## config.mk

```make
export PLATFORM = sky130hd
export DESIGN_NAME = ofifo_drain
export DESIGN_NICKNAME = d
export VERILOG_FILES = /design/src/rtl/ofifo_drain.sv
export SDC_FILE = /design/constraint.sdc
export NUM_CORES = 1
export LEC_CHECK = 0
export BUFFER_PORTS_ARGS = -buffer_cell sky130_fd_sc_hd__buf_4
export CORE_UTILIZATION = 35
export CTS_CLUSTER_DIAMETER = 50
export CTS_CLUSTER_SIZE = 30
export DETAILED_ROUTE_END_ITERATION = 10
export GPL_ROUTABILITY_DRIVEN = 0
export PLACE_DENSITY = 0.71
export SLEW_MARGIN = 20
export SYNTH_ARGS = -nofsm -noshare
export SYNTH_HDL_FRONTEND = slang
export SYNTH_SLANG_ARGS = --single-unit
```

## constraint.sdc

```tcl
create_clock -name clk_i -period 2.41 [get_ports clk_i]
set_input_delay 0.241 -clock clk_i [delete_from_list [all_inputs] [get_ports clk_i]]
set_output_delay 0.241 -clock clk_i [all_outputs]
set_load 0.05 [all_outputs]
```

## src/rtl/ofifo_drain.sv

```systemverilog
// ofifo_drain: moves a programmed number of psum vectors from the output FIFO bank into psum SRAM.
// Optional: define OFIFO_DRAIN_RELU_EN to clamp negative lanes to zero before the SRAM write.
module ofifo_drain #(
   parameter int unsigned Col    = 8,
   parameter int unsigned PsumBw = 16,
   parameter int unsigned AddrBw = 11,
   parameter int unsigned RdLat  = 2
) (
   input  logic                    clk_i,
   input  logic                    rst_ni,
   input  logic                    start_i,
   input  logic [AddrBw-1:0]       base_addr_i,
   input  logic [AddrBw:0]         num_rows_i,
   input  logic                    fifo_valid_i,
   input  logic [Col*PsumBw-1:0]   fifo_out_i,
   output logic                    fifo_rd_o,
   output logic                    sram_cen_o,
   output logic                    sram_wen_o,
   output logic [AddrBw-1:0]       sram_addr_o,
   output logic [Col*PsumBw-1:0]   sram_din_o,
   output logic                    busy_o,
   output logic                    done_o
);

   localparam int unsigned      VecW    = Col * PsumBw;
   localparam logic [AddrBw:0]  RowOne  = 1;
   localparam logic [2:0]       LatOne  = 3'd1;
   localparam logic [2:0]       LatInit = 3'(RdLat);

   typedef enum logic [1:0] {StIdle, StDrain, StDone} state_e;

   state_e            state_q;
   logic [AddrBw-1:0] base_q;
   logic [AddrBw:0]   num_q;
   logic [AddrBw:0]   issued_q;
   logic [AddrBw:0]   written_q;
   logic              inflight_q;
   logic [2:0]        lat_cnt_q;
   logic              fifo_rd_q;
   logic              cen_q;
   logic              wen_q;
   logic [AddrBw-1:0] addr_q;
   logic [VecW-1:0]   din_q;

   logic              capture;
   logic              issue;
   logic [AddrBw-1:0] wr_addr;
   logic [VecW-1:0]   cap_data;

   // A new read may launch on the same edge that retires the outstanding one.
   always_comb begin
      capture = (state_q == StDrain) && inflight_q && (lat_cnt_q == '0);
      issue   = (state_q == StDrain) && fifo_valid_i && (!inflight_q || capture) &&
                (issued_q < num_q);
      wr_addr = base_q + written_q[AddrBw-1:0];
   end

   always_comb begin
      cap_data = fifo_out_i;
`ifdef OFIFO_DRAIN_RELU_EN
      for (int i = 0; i < int'(Col); i++) begin
         if (fifo_out_i[PsumBw*i + PsumBw - 1]) begin
            cap_data[PsumBw*i +: PsumBw] = '0;
         end
      end
`endif
   end

   always_ff @(posedge clk_i or negedge rst_ni) begin
      if (!rst_ni) begin
         state_q    <= StIdle;
         base_q     <= '0;
         num_q      <= '0;
         issued_q   <= '0;
         written_q  <= '0;
         inflight_q <= 1'b0;
         lat_cnt_q  <= '0;
         fifo_rd_q  <= 1'b0;
         cen_q      <= 1'b1;
         wen_q      <= 1'b1;
         addr_q     <= '0;
         din_q      <= '0;
      end else begin
         fifo_rd_q <= 1'b0;
         cen_q     <= 1'b1;
         wen_q     <= 1'b1;
         unique case (state_q)
            StIdle: begin
               if (start_i) begin
                  base_q     <= base_addr_i;
                  num_q      <= num_rows_i;
                  issued_q   <= '0;
                  written_q  <= '0;
                  inflight_q <= 1'b0;
                  lat_cnt_q  <= '0;
                  state_q    <= (num_rows_i == '0) ? StDone : StDrain;
               end
            end
            StDrain: begin
               if (issue) begin
                  fifo_rd_q  <= 1'b1;
                  issued_q   <= issued_q + RowOne;
                  inflight_q <= 1'b1;
                  lat_cnt_q  <= LatInit;
               end else if (capture) begin
                  inflight_q <= 1'b0;
               end else if (inflight_q) begin
                  lat_cnt_q  <= lat_cnt_q - LatOne;
               end
               if (capture) begin
                  din_q     <= cap_data;
                  addr_q    <= wr_addr;
                  cen_q     <= 1'b0;
                  wen_q     <= 1'b0;
                  written_q <= written_q + RowOne;
               end
               // written_q counts at capture, so equality here means the final write is on the bus.
               if ((written_q == num_q) && !inflight_q) begin
                  state_q <= StDone;
               end
            end
            StDone: begin
               state_q <= StIdle;
            end
            default: begin
               state_q <= StIdle;
            end
         endcase
      end
   end

   assign fifo_rd_o   = fifo_rd_q;
   assign sram_cen_o  = cen_q;
   assign sram_wen_o  = wen_q;
   assign sram_addr_o = addr_q;
   assign sram_din_o  = din_q;
   assign busy_o      = (state_q != StIdle);
   assign done_o      = (state_q == StDone);

endmodule
```

==> metrics.md <==
| Metric | Value |
|---|---|
| CP arrival | 2.62 ns |
| Most frequent cells in the layout | buf_4, dfrtp_1, mux2_2, nand2_1, o21ai_0 |
| Cts bufs inserted | 17 |
| Primary FF master, synth | dfrtp_1 |
| Number of max-cap violations | 0 |
| Tmin final | 2.272 ns |
| Area contributors post-synth | dfrtp_1, mux2_2, ha_1 |
| Met1 usage | 0.2081 |
| Slew headroom | 0.5906 |
| Syn nets | around 860 |
| Logic pwr share | 0.538 |
| Yosys top cell by area | dfrtp_1 |
| Hold WC Path Type | in2reg |
| CTS tree | done |
| Layout cell share with drive strength beyond 1 | 0.4875 |
| First-pass GRT wire length | 32590 um |
| Placed cell area | between 10000 and 15000 um2 |
| Worst R2R End | issued_q[11]$_DFFE_PN0P_ |
| Antenna Cells | 0 |
| Tcrit/Tclk final | 0.9429 |
| P_sw | 0.008052 W |
| Fmax | 0.4400 GHz |
| Die width | between 150 and 200 um |
| CTS Sinks | between 150 and 200 |
| Ys async rst share | 1.000 |
| Top-area cell type share of the netlist area | 0.5726 |
| Residual DRC | 0 |
| Post-Syn Area | ~8400 um2 |
| P_leak | 5.716 nW |
| CP endpoint | issued_q[11]$_DFFE_PN0P_ |
| Worst Tran Pin Value | 0.6062 ns |
| Drt wl/cell | 16.32 um |
| Post-DP HPWL | 16520 um |
| Fin nets | 1169 |
| Clock transition at path regs | ~0.080 ns |
| Total power | about 0.017 W |
| Busiest grt layer | met2 |
| ANT nets after route | 0 |
| Vias in the first global route | 6235 |
| Endpoints failing setup | 0 |
| Root buf cell | clkbuf_16 |
| Via count | around 6300 |
| Initial antenna violation count | 0 |
| Yosys cell types | 52 |
| Yosys reg bits | 194 |
| Reg2reg path depth | 9 |
| Number of fill cells | ~2100 |
| Largest net degree at the start of global routing | 64 |
| Sw Ratio | 0.4661 |
| P&R area growth vs syn | 40.20% |
| Slew Limit Fails | 0 |
| Setup TNS | 0 ns |
| Core Area | approximately 24000 um2 |
| Sequential power share | 0.304 |
| Sequential area share after synthesis | 0.5757 |
| Row cnt | 56 |
| Total gr overflow | 0 |
| Final design utilization | 0.5023 |
| Avg Inst Size Synth | about 12 um2 |
| Clk buf depth | 2 |
| Reg-to-reg startpoint | lat_cnt_q[0]$_DFFE_PN0P_ |
| Status | complete, no violations |
| Worst path required time | 2.75 ns |
| Worst clock skew | 0.01238 ns |
| Clk Latency, worst-skew pair | 0.42 ns |
| Critical path type | reg2reg |
| Vias per cell | 4.746 |
| Post-synth EDFFs | 0 |
| Critical path startpoint | lat_cnt_q[0]$_DFFE_PN0P_ |
| Synth Warn # | 0 |
| Routed WL | 21540 um |
| Non-Filler Instances | 1320 |
| Reg2reg setup slack | 0.14 ns |
| DR pass1 iterations | 4 |
| Worst VDD drop | 901.8 uV |
| Post-Syn Instances | 675 |
| Clk pwr share | 0.158 |
| Critical Path Source Type | flip-flop |
| Clock H-tree levels | 4 |
| Met3 Usage GRT | 0.04846 |
| Die area | 24720 um2 |
| PwrDens | 1461 nW/um2 |
| All-layer global routing usage | 0.1710 |
| I/O Pins | 299 |
| Die Ht | 157.2 um |
| Design area | 11830 um2 |
| Iter 0 DRT Violations | 246 |
| Leading cell type in the layout, fill and taps excluded | buf_4 |
| I/O Buffers | 298 |
| Met2 GRT Util | 0.2992 |
| Int Power | just over 0.009 W |
| Starting Density | 0.3583 |
| Dpl cells | 1284 |
| Worst-path maximum fanout | 9 |
| Nature of the critical path endpoint | flip-flop |
| Final hold vios | 0 |
state kept, by name, summed over array words and instances, names as in the netlist:
signal and flops:
sram_wen_o 1, sram_addr_o 11, fifo_rd_o 1, inflight_q 1, base_q 11, state_q 2, written_q 12, num_q 12
lat_cnt_q 3, sram_din_o 128, issued_q 12
cells by family (layout without fill, tap and decap cells):
group                    after synthesis  in the layout  share of synthesized area
flip-flops                           194            194                     0.5757
AND/OR/NAND/NOR                      159            159                    0.09198
multiplexers                         131            131                     0.1746
AO/OA/AOI/OAI                         86             86                    0.06334
buffers and inverters                 51            377                    0.02581
XOR/XNOR                              28             28                    0.02908
adder cells (fa/ha/maj)               26             26                    0.03946
layout make-up:
cell class / count / area, um2 / area share
flip-flops and latches: 194 / 4856 / 0.4106
multi-input cells: 430 / 3411 / 0.2884
repair buffers: 320 / 2491 / 0.2107
clock buffers: 19 / 442.9 / 0.03746
well taps: 319 / 399.1 / 0.03375
clock inverters: 13 / 131.4 / 0.01111
inverters: 25 / 93.84 / 0.007936
metal layers:
layer / vias to the layer above / part of all wire / routed length, um
met1: 3048 / 0.42 / 8963
met2: 206 / 0.51 / 10970
li1: 2997 / - / -
met5: - / 0 / 0
met4: 0 / 0.0076 / 163
met3: 14 / 0.067 / 1445
critical path: stages, from the launching register on:
cell      delay (ns)
dfrtp_1         0.40
inv_1           0.07
ha_1            0.14
ha_1            0.15
nand2b_1        0.21
nand3_4         0.16
nor3_4          0.27
a21oi_4         0.12
or4_1           0.52
a21oi_1         0.16
stage by stage:
stage,worst slack (ns),hold slack [ns]
3_5_place_dp,0.01903,0.2686
4_1_cts,0.06338,0.001143
3_3_place_gp,0.06620,0.2780
6_report,0.1375,0.01839
5_1_grt,-0.02439,0.006772
2_1_floorplan,0.2210,-0.05459
timing repair:
action                                  in CTS  in global routing
setup buffers                                0                  1
gates resized for setup                      1                  8
gates cloned                                 0                  0
pin swaps                                    0                  2
hold buffers                                 3                  0
endpoints found under the hold margin       59                  0
endpoints found under the setup margin       1                  5
power groups by stage:
stage	registers, W	clock network (W)	logic [W]
finish	0.00526	0.00272	0.00930
global route	0.00544	0.00293	0.00975
CTS	0.00527	0.00282	0.00937
detailed placement	0.00533	0	0.00936
global placement	0.00526	0	0.00926
floorplan	0.00934	0	0.00231
how the worst min path moves through the flow:
stage,from,cells after the start,to
final,base_addr_i[10],3,base_q[10]$_DFFE_PN0P_
after detailed placement,rst_ni,1,sram_din_o[119]$_DFFE_PN0P_
after CTS,base_addr_i[10],3,base_q[10]$_DFFE_PN0P_
after global placement,rst_ni,1,sram_din_o[64]$_DFFE_PN0P_
after global routing,base_addr_i[0],3,base_q[0]$_DFFE_PN0P_
after floorplan,rst_ni,0,base_q[0]$_DFFE_PN0P_
synth_stat cells, types with 2 or more instances:
cell and count:
o21ai_0 32, a31oi_1 2, dfrtp_1 193, and3_1 6, ha_1 25, nor3_1 5, nand3_1 12, a21o_1 4
xor2_1 16, nor2_1 19, nand2_1 74, a211oi_1 3, a21oi_1 17, o211ai_1 4, o31ai_1 10, and4_1 2
nand2b_1 5, o211a_1 2, buf_2 6, or3_1 2, nand4_1 9, o21a_1 3, or4_1 6, nor2b_1 6
buf_6 2, xnor2_1 12, inv_1 25, mux2_2 129, mux2i_1 2, nor4_1 4, clkbuf_1 17
Power figures use the tool's default switching activity.
